===== src/rtl/mips_multicycle_ctrl.sv =====
// Multicycle MIPS control sequencer: Moore FSM driving PC/IR/regfile/memory strobes and datapath muxes.
// Optional MC_PERF_CNT_EN adds cycle_count / instr_retired performance counters.
module mips_multicycle_ctrl #(
  parameter int unsigned FETCH_WAIT_MAX = 0
) (
  input  logic        clk,
  input  logic        rst_n,
  input  logic [5:0]  opcode,
  input  logic [5:0]  funct,
  input  logic        zero,
  input  logic        mem_ready,
  output logic        iord,
  output logic        mem_write,
  output logic        ir_write,
  output logic        pc_en,
  output logic [1:0]  pc_src,
  output logic        alu_src_a,
  output logic [1:0]  alu_src_b,
  output logic [2:0]  alu_control,
  output logic        reg_write,
  output logic        reg_dst,
  output logic        mem_to_reg,
  output logic        illegal_instr,
  output logic        fetch_timeout
`ifdef MC_PERF_CNT_EN
  ,
  output logic [31:0] cycle_count,
  output logic [31:0] instr_retired
`endif
);

  localparam logic [5:0] OP_R    = 6'b000000;
  localparam logic [5:0] OP_LW   = 6'b100011;
  localparam logic [5:0] OP_SW   = 6'b101011;
  localparam logic [5:0] OP_BEQ  = 6'b000100;
  localparam logic [5:0] OP_ADDI = 6'b001000;
  localparam logic [5:0] OP_J    = 6'b000010;
  localparam logic [2:0] ALU_ADD = 3'b010;
  localparam logic [2:0] ALU_SUB = 3'b110;

  typedef enum logic [3:0] {
    S_FETCH, S_DECODE, S_MEMADR, S_MEMRD, S_MEMWB, S_MEMWR,
    S_EXEC, S_ALUWB, S_BRANCH, S_ADDIEX, S_ADDIWB, S_JUMP
  } state_e;

  state_e      state_q, state_d;
  logic [31:0] stall_q;
  logic        timeout_q;
  logic [3:0]  fdec;
  logic        op_legal;
  logic        pc_write, branch;

  // {legal, alu_control} for R-type funct fields
  function automatic logic [3:0] dec_funct(input logic [5:0] f);
    case (f)
      6'b100000: dec_funct = {1'b1, 3'b010};
      6'b100010: dec_funct = {1'b1, 3'b110};
      6'b100100: dec_funct = {1'b1, 3'b000};
      6'b100101: dec_funct = {1'b1, 3'b001};
      6'b101010: dec_funct = {1'b1, 3'b111};
      default:   dec_funct = 4'b0000;
    endcase
  endfunction

  assign fdec     = dec_funct(funct);
  assign op_legal = (opcode == OP_R) || (opcode == OP_LW) || (opcode == OP_SW) ||
                    (opcode == OP_BEQ) || (opcode == OP_ADDI) || (opcode == OP_J);

  always_comb begin
    state_d = state_q;
    case (state_q)
      S_FETCH:  if (mem_ready) state_d = S_DECODE;
      S_DECODE: begin
        case (opcode)
          OP_LW, OP_SW: state_d = S_MEMADR;
          OP_R:         state_d = S_EXEC;
          OP_BEQ:       state_d = S_BRANCH;
          OP_ADDI:      state_d = S_ADDIEX;
          OP_J:         state_d = S_JUMP;
          default:      state_d = S_FETCH;
        endcase
      end
      S_MEMADR: state_d = (opcode == OP_LW) ? S_MEMRD : S_MEMWR;
      S_MEMRD:  if (mem_ready) state_d = S_MEMWB;
      S_MEMWR:  if (mem_ready) state_d = S_FETCH;
      S_EXEC:   state_d = fdec[3] ? S_ALUWB : S_FETCH;
      S_ADDIEX: state_d = S_ADDIWB;
      default:  state_d = S_FETCH;
    endcase
  end

  // Outputs are gated by rst_n so asserting reset kills any strobe in the same cycle.
  always_comb begin
    iord          = 1'b0;
    mem_write     = 1'b0;
    ir_write      = 1'b0;
    pc_src        = 2'b00;
    alu_src_a     = 1'b0;
    alu_src_b     = 2'b00;
    alu_control   = 3'b000;
    reg_write     = 1'b0;
    reg_dst       = 1'b0;
    mem_to_reg    = 1'b0;
    illegal_instr = 1'b0;
    pc_write      = 1'b0;
    branch        = 1'b0;
    if (rst_n) begin
      case (state_q)
        S_FETCH: begin
          alu_src_b   = 2'b01;
          alu_control = ALU_ADD;
          ir_write    = mem_ready;
          pc_write    = mem_ready;
        end
        S_DECODE: begin
          alu_src_b     = 2'b11;
          alu_control   = ALU_ADD;
          illegal_instr = ~op_legal;
        end
        S_MEMADR, S_ADDIEX: begin
          alu_src_a   = 1'b1;
          alu_src_b   = 2'b10;
          alu_control = ALU_ADD;
        end
        S_MEMRD: iord = 1'b1;
        S_MEMWB: begin
          mem_to_reg = 1'b1;
          reg_write  = 1'b1;
        end
        S_MEMWR: begin
          iord      = 1'b1;
          mem_write = mem_ready;
        end
        S_EXEC: begin
          alu_src_a     = 1'b1;
          alu_control   = fdec[2:0];
          illegal_instr = ~fdec[3];
        end
        S_ALUWB: begin
          reg_dst   = 1'b1;
          reg_write = 1'b1;
        end
        S_BRANCH: begin
          alu_src_a   = 1'b1;
          alu_control = ALU_SUB;
          branch      = 1'b1;
          pc_src      = 2'b01;
        end
        S_ADDIWB: reg_write = 1'b1;
        S_JUMP: begin
          pc_src   = 2'b10;
          pc_write = 1'b1;
        end
        default: ;
      endcase
    end
    pc_en = pc_write | (branch & zero);
  end

  assign fetch_timeout = timeout_q;

  // Stall counter saturates at FETCH_WAIT_MAX so the timeout fires only once per fetch.
  always_ff @(posedge clk or negedge rst_n) begin
    if (!rst_n) begin
      state_q   <= S_FETCH;
      stall_q   <= '0;
      timeout_q <= 1'b0;
    end else begin
      state_q <= state_d;
      if (state_q == S_FETCH && !mem_ready) begin
        if (stall_q != FETCH_WAIT_MAX) stall_q <= stall_q + 32'd1;
        timeout_q <= (FETCH_WAIT_MAX != 0) && (stall_q == 32'(FETCH_WAIT_MAX - 1));
      end else begin
        stall_q   <= '0;
        timeout_q <= 1'b0;
      end
    end
  end

`ifdef MC_PERF_CNT_EN
  logic [31:0] cycle_q, retired_q;

  always_ff @(posedge clk or negedge rst_n) begin
    if (!rst_n) begin
      cycle_q   <= '0;
      retired_q <= '0;
    end else begin
      cycle_q <= cycle_q + 32'd1;
      if (state_d == S_FETCH && state_q != S_FETCH) retired_q <= retired_q + 32'd1;
    end
  end

  assign cycle_count   = cycle_q;
  assign instr_retired = retired_q;
`endif

endmodule


===== config.mk =====
export PLATFORM = sky130hd
export DESIGN_NAME = mips_multicycle_ctrl
export DESIGN_NICKNAME = d
export VERILOG_FILES = /design/src/rtl/mips_multicycle_ctrl.sv
export SDC_FILE = /design/constraint.sdc
export NUM_CORES = 1
export LEC_CHECK = 0
export ABC_AREA = 1
export CAP_MARGIN = 20
export CORE_MARGIN = 4
export CORE_UTILIZATION = 40
export DETAILED_ROUTE_END_ITERATION = 16
export PLACE_DENSITY = 0.79
export SYNTH_ARGS = -nofsm -noshare
export SYNTH_HDL_FRONTEND = slang
export SYNTH_SLANG_ARGS = --single-unit

===== constraint.sdc =====
create_clock -name clk -period 2.4 [get_ports clk]
set_input_delay 0.72 -clock clk [delete_from_list [all_inputs] [get_ports clk]]
set_output_delay 0.72 -clock clk [all_outputs]
set_load 0.1 [all_outputs]

==> impl_metrics.csv, run 1 <==
group,metric,value,unit
cts,cts_resized,69,
yosys,synth_cells,133,
cts,clk_path_buf_depth,2,
yosys,synth_edf_count,0,
yosys,ys_ff_latch,4,
yosys,yosysMostFrequentCell,"nand2_1",
cts,cts.root.buffer_cell,"clkbuf_4",
yosys,synth_top_cell_by_area,"nand2_1",
yosys,netlist-cell-type-count,24,
run_status,status,"did not finish",
placed_design,io_buffers,31,
placed_design,placed_cell_area,0.001458,mm2
floorplanning,die_w,49.82,um
yosys,synth_top_area_share,17.17,%
floorplanning,start_util,44.37,%
yosys,avgSynthCellArea,5.259,um2
placed_design,finalWeightedCongestion,0.8740,
floorplanning,die_h,49.82,um
yosys,yosys_most_used_dff,"dfrtp_1",
placed_design,pre_cts_ws,-0.4770,ns
yosys,syn-num-nets,149,
cts,cts_setup_buffers,21,
yosys,synth_area,699.4,um2
floorplanning,rows,14,
placed_design,hpwl,2.715,mm
yosys,synthTopCellsByCount,"nand2_1, nor2_1, inv_1, nand3_1",
cts,clock_sinks,4,
cts,cts_buffers,3,
yosys,synth.area.top_cells,"nand2_1, dfrtp_1, nor2_1, nand3_1, inv_1",
yosys,ys_warn_count,0,
floorplanning,ios,33,
run_status,error,"[ERROR DPL-0038] Utilization greater than 100%, impossible to legalize",
cts,hold_buffers,0,
yosys,async_flop_share,100.0,%
yosys,ys_seq_area_share,14.31,%
run_status,lastStage,"clock tree synthesis",
cts,cts_max_level,1,
-- metrics by stage --
step | instances | setup TNS [ns] | utilization (%)
global placement | 192 | -4.162 | 92.46
floorplan | 133 | -1.712 | -
detailed placement | 192 | -5.200 | 92.46
-- cell families after synthesis --
family	count (synthesis)	share of synthesized area, %
AND/OR/NAND/NOR	92	61.72
other	1	0.5362
flip-flops	4	14.31
buffers and inverters	26	14.85
AO/OA/AOI/OAI	10	8.587
==> run 2: changes to the inputs <==
- CORE_AREA: unset -> 4 4 65 67
- CORE_MARGIN: 4 -> unset
- CORE_UTILIZATION: 40 -> unset
- DIE_AREA: unset -> 0 0 69 71
- PLACE_DENSITY: 0.79 -> unset
- PLACE_DENSITY_LB_ADDON: unset -> 0.15
==> run 2 against run 1 <==
Net effect: the flow now finishes without violations; synthesized cell count did not move; synthesized area did not move.
==> impl_metrics.csv, run 2 <==
group,metric,value,unit
floorplanning,die_area,0.004899,mm2
sta,setup_viol,0,
cells_and_area,drive_above_1_share,62.11,%
floorplanning,die_h,71,um
yosys,ys_warn_count,0,
cells_and_area,stdcell_area,0.001714,mm2
detailed_routing,dr.pass1.iters,4,
yosys,avgSynthCellArea,5.259,um2
worst_setup_path,critPathLaunchType,"input pin",
worst_setup_path,rrSetupSlack,0.92,ns
detailed_routing,vias_per_cell,4.340,
yosys,synth_top_area_share,17.17,%
yosys,syn-num-nets,149,
cells_and_area,final_cell_mix,"nand2_1, buf_4, buf_12, nor2_4, nor2_1",
detailed_routing,drt-total-wl,2.738,mm
yosys,yosysMostFrequentCell,"nand2_1",
yosys,synth_edf_count,0,
power,power_density,717.5,mW/mm2
yosys,netlist-cell-type-count,24,
detailed_routing,wl_per_cell,11.50,um
worst_setup_path,r2r_start,"state_q[0]",
power,clockPowerShare,11.4,%
power,p_comb_share,78.6,%
cells_and_area,largest-register,"state_q",
floorplanning,core,0.003633,mm2
worst_setup_path,path_class,"input pin to output pin",
yosys,synth_area,699.4,um2
cts,cts_buffers,3,
sta,fin_crit_sh,99.16,%
global_route,grt_use_total,11.18,%
cts,clk_path_buf_depth,2,
global_route,grt_pass1_vias,1125,
cells_and_area,antenna_cells,0,
detailed_routing,ant_nets,0,
global_route,grt_max_degree,7,
cells_and_area,fin_util,47.18,%
worst_setup_path,path_max_fanout,3,
run_status,status,"finished clean",
power,power,0.001230,W
sta,fmax,0.4202,GHz
yosys,synth_cells,133,
placed_design,finalWeightedCongestion,0.8599,
worst_setup_path,arrival,1.66,ns
detailed_routing,first_iter_violations,20,
power,p_int,0.0005405,W
sta,fin_worst_skew,0.002849,ns
yosys,ys_ff_latch,4,
run,drv_cap,0,
sta,fin_crit,2.380,ns
yosys,synth.area.top_cells,"nand2_1, dfrtp_1, nor2_1, nand3_1, inv_1",
hold_path,hp-class,"input pin to asynchronous set/reset pin",
global_route,antenna_found_initial,0,
cts,cts.root.buffer_cell,"clkbuf_8",
cells_and_area,largest_reg_flops,4,
cells_and_area,reg.largest.list,"state_q: 4 flops",
sta,slew_viol_final,0,
placed_design,io_buffers,31,
cts,cts_tree,"built",
cells_and_area,layout.nets,208,
power,p_sw,0.0006894,W
floorplanning,rows,22,
global_route,gr-total-overflow,0,
floorplanning,die_w,69,um
yosys,synthTopCellsByCount,"nand2_1, nor2_1, inv_1, nand3_1",
cells_and_area,final_common_cell,"nand2_1",
yosys,yosys_most_used_dff,"dfrtp_1",
power,p_leak,0.7718,nW
yosys,synth_top_cell_by_area,"nand2_1",
yosys,async_flop_share,100.0,%
placed_design,hpwl,2.126,mm
worst_setup_path,reg2regPathDepth,8,
placed_design,placed_cell_area,0.001498,mm2
yosys,ys_seq_area_share,14.31,%
floorplanning,start_util,19.25,%
power,seqPwrFrac,10.1,%
worst_setup_path,critPathCaptureType,"output pin",
sta,hold_viol,0,
cts,clk_pin_slew,0.03,ns
cts,clk_latency,0.21,ns
detailed_routing,drc,0,
cts,clock_sinks,4,
power,ir_worst_vdd,0.4447,mV
sta,rsz0062_at_grt,"true",
cts,cts_max_level,1,
floorplanning,ios,33,
worst_setup_path,r2r_end,"state_q[0]",
global_route,grt_pass1_wl,4.726,mm
power,netSwitchingFraction,56.05,%
detailed_routing,num_vias,1033,
cells_and_area,area_growth,145.1,%
worst_setup_path,critPathRequiredTime,1.68,ns
==> run 2: cell counts after synthesis <==
No cell type changed its count.
==> run 2: stage by stage <==
step	setup WS [ns]	instances	hold WS (ns)	TNS, ns
final	0.02026	238	0.5491	0
after global routing	-0.02367	238	0.5590	-0.05441
after CTS	0.002130	237	0.5601	0
after detailed placement	-0.4434	224	0.5498	-4.354
after global placement	-0.4105	224	0.5467	-4.348
after floorplan	-0.6927	133	0.4244	-1.712
==> run 2: cell families (layout without fill, tap and decap cells) <==
| group | after synthesis | count (layout) | share of synthesized area (%) |
|---|---|---|---|
| buf+inv | 26 | 83 | 14.85 |
| simple gates | 92 | 92 | 61.72 |
| flops | 4 | 4 | 14.31 |
| compound gates | 10 | 10 | 8.587 |
| other cells | 1 | 1 | 0.5362 |
==> run 2: cell type report <==
class                           count  area [um2]
Clock buffer                        3       41.29
Fill cell                         385        1919
Inverter                           24       102.6
Multi-Input combinational cell    103       779.5
Sequential cell                     4       103.9
Tap cell                           48       60.06
Timing Repair Buffer               56       626.9
==> run 2: worst max-delay path by stage <==
| stage | endpoint | cells after the start | startpoint | slack [ns] |
|---|---|---|---|---|
| 2_1_floorplan | illegal_instr | 4 | rst_n | -0.69 |
| 3_3_place_gp | alu_control[0] | 6 | funct[5] | -0.41 |
| 3_5_place_dp | alu_control[0] | 6 | funct[5] | -0.44 |
| 4_1_cts | mem_write | 5 | rst_n | 0.002 |
| 5_1_grt | illegal_instr | 6 | opcode[5] | -0.02 |
| 6_report | alu_control[0] | 6 | funct[3] | 0.02 |
==> run 2: power by group through the flow <==
stage,clock (W),sequential [W],combinational [W]
2_1_floorplan,0,0.000107,0.000609
3_3_place_gp,0,0.000115,0.000907
3_5_place_dp,0,0.000115,0.000908
4_1_cts,0.000144,0.000122,0.000952
5_1_grt,0.000151,0.000127,0.00103
6_report,0.000140,0.000124,0.000966
==> run 2: layer usage <==
metal  GRT usage (%)  vias up  wire (um)
met4           1.952        0          0
met3           1.136        0         73
met5               0        -          0
li1                -      535          -
met2           21.19       22       1490
met1           13.69      476       1174
==> run 2: critical path, cell delays in order <==
cell	delay, ns
buf_2	0.13
inv_1	0.09
nor2_4	0.13
nand3_4	0.10
a211oi_4	0.28
buf_12	0.21
==> run 2: what timing repair did <==
action | CTS | global route
hold buffers | 0 | 0
gates resized for setup | 62 | 23
pin swaps | 15 | 9
buffers inserted | 10 | 1
setup endpoints to repair | 16 | 8
Note: power is estimated with default switching activity, not from simulation.
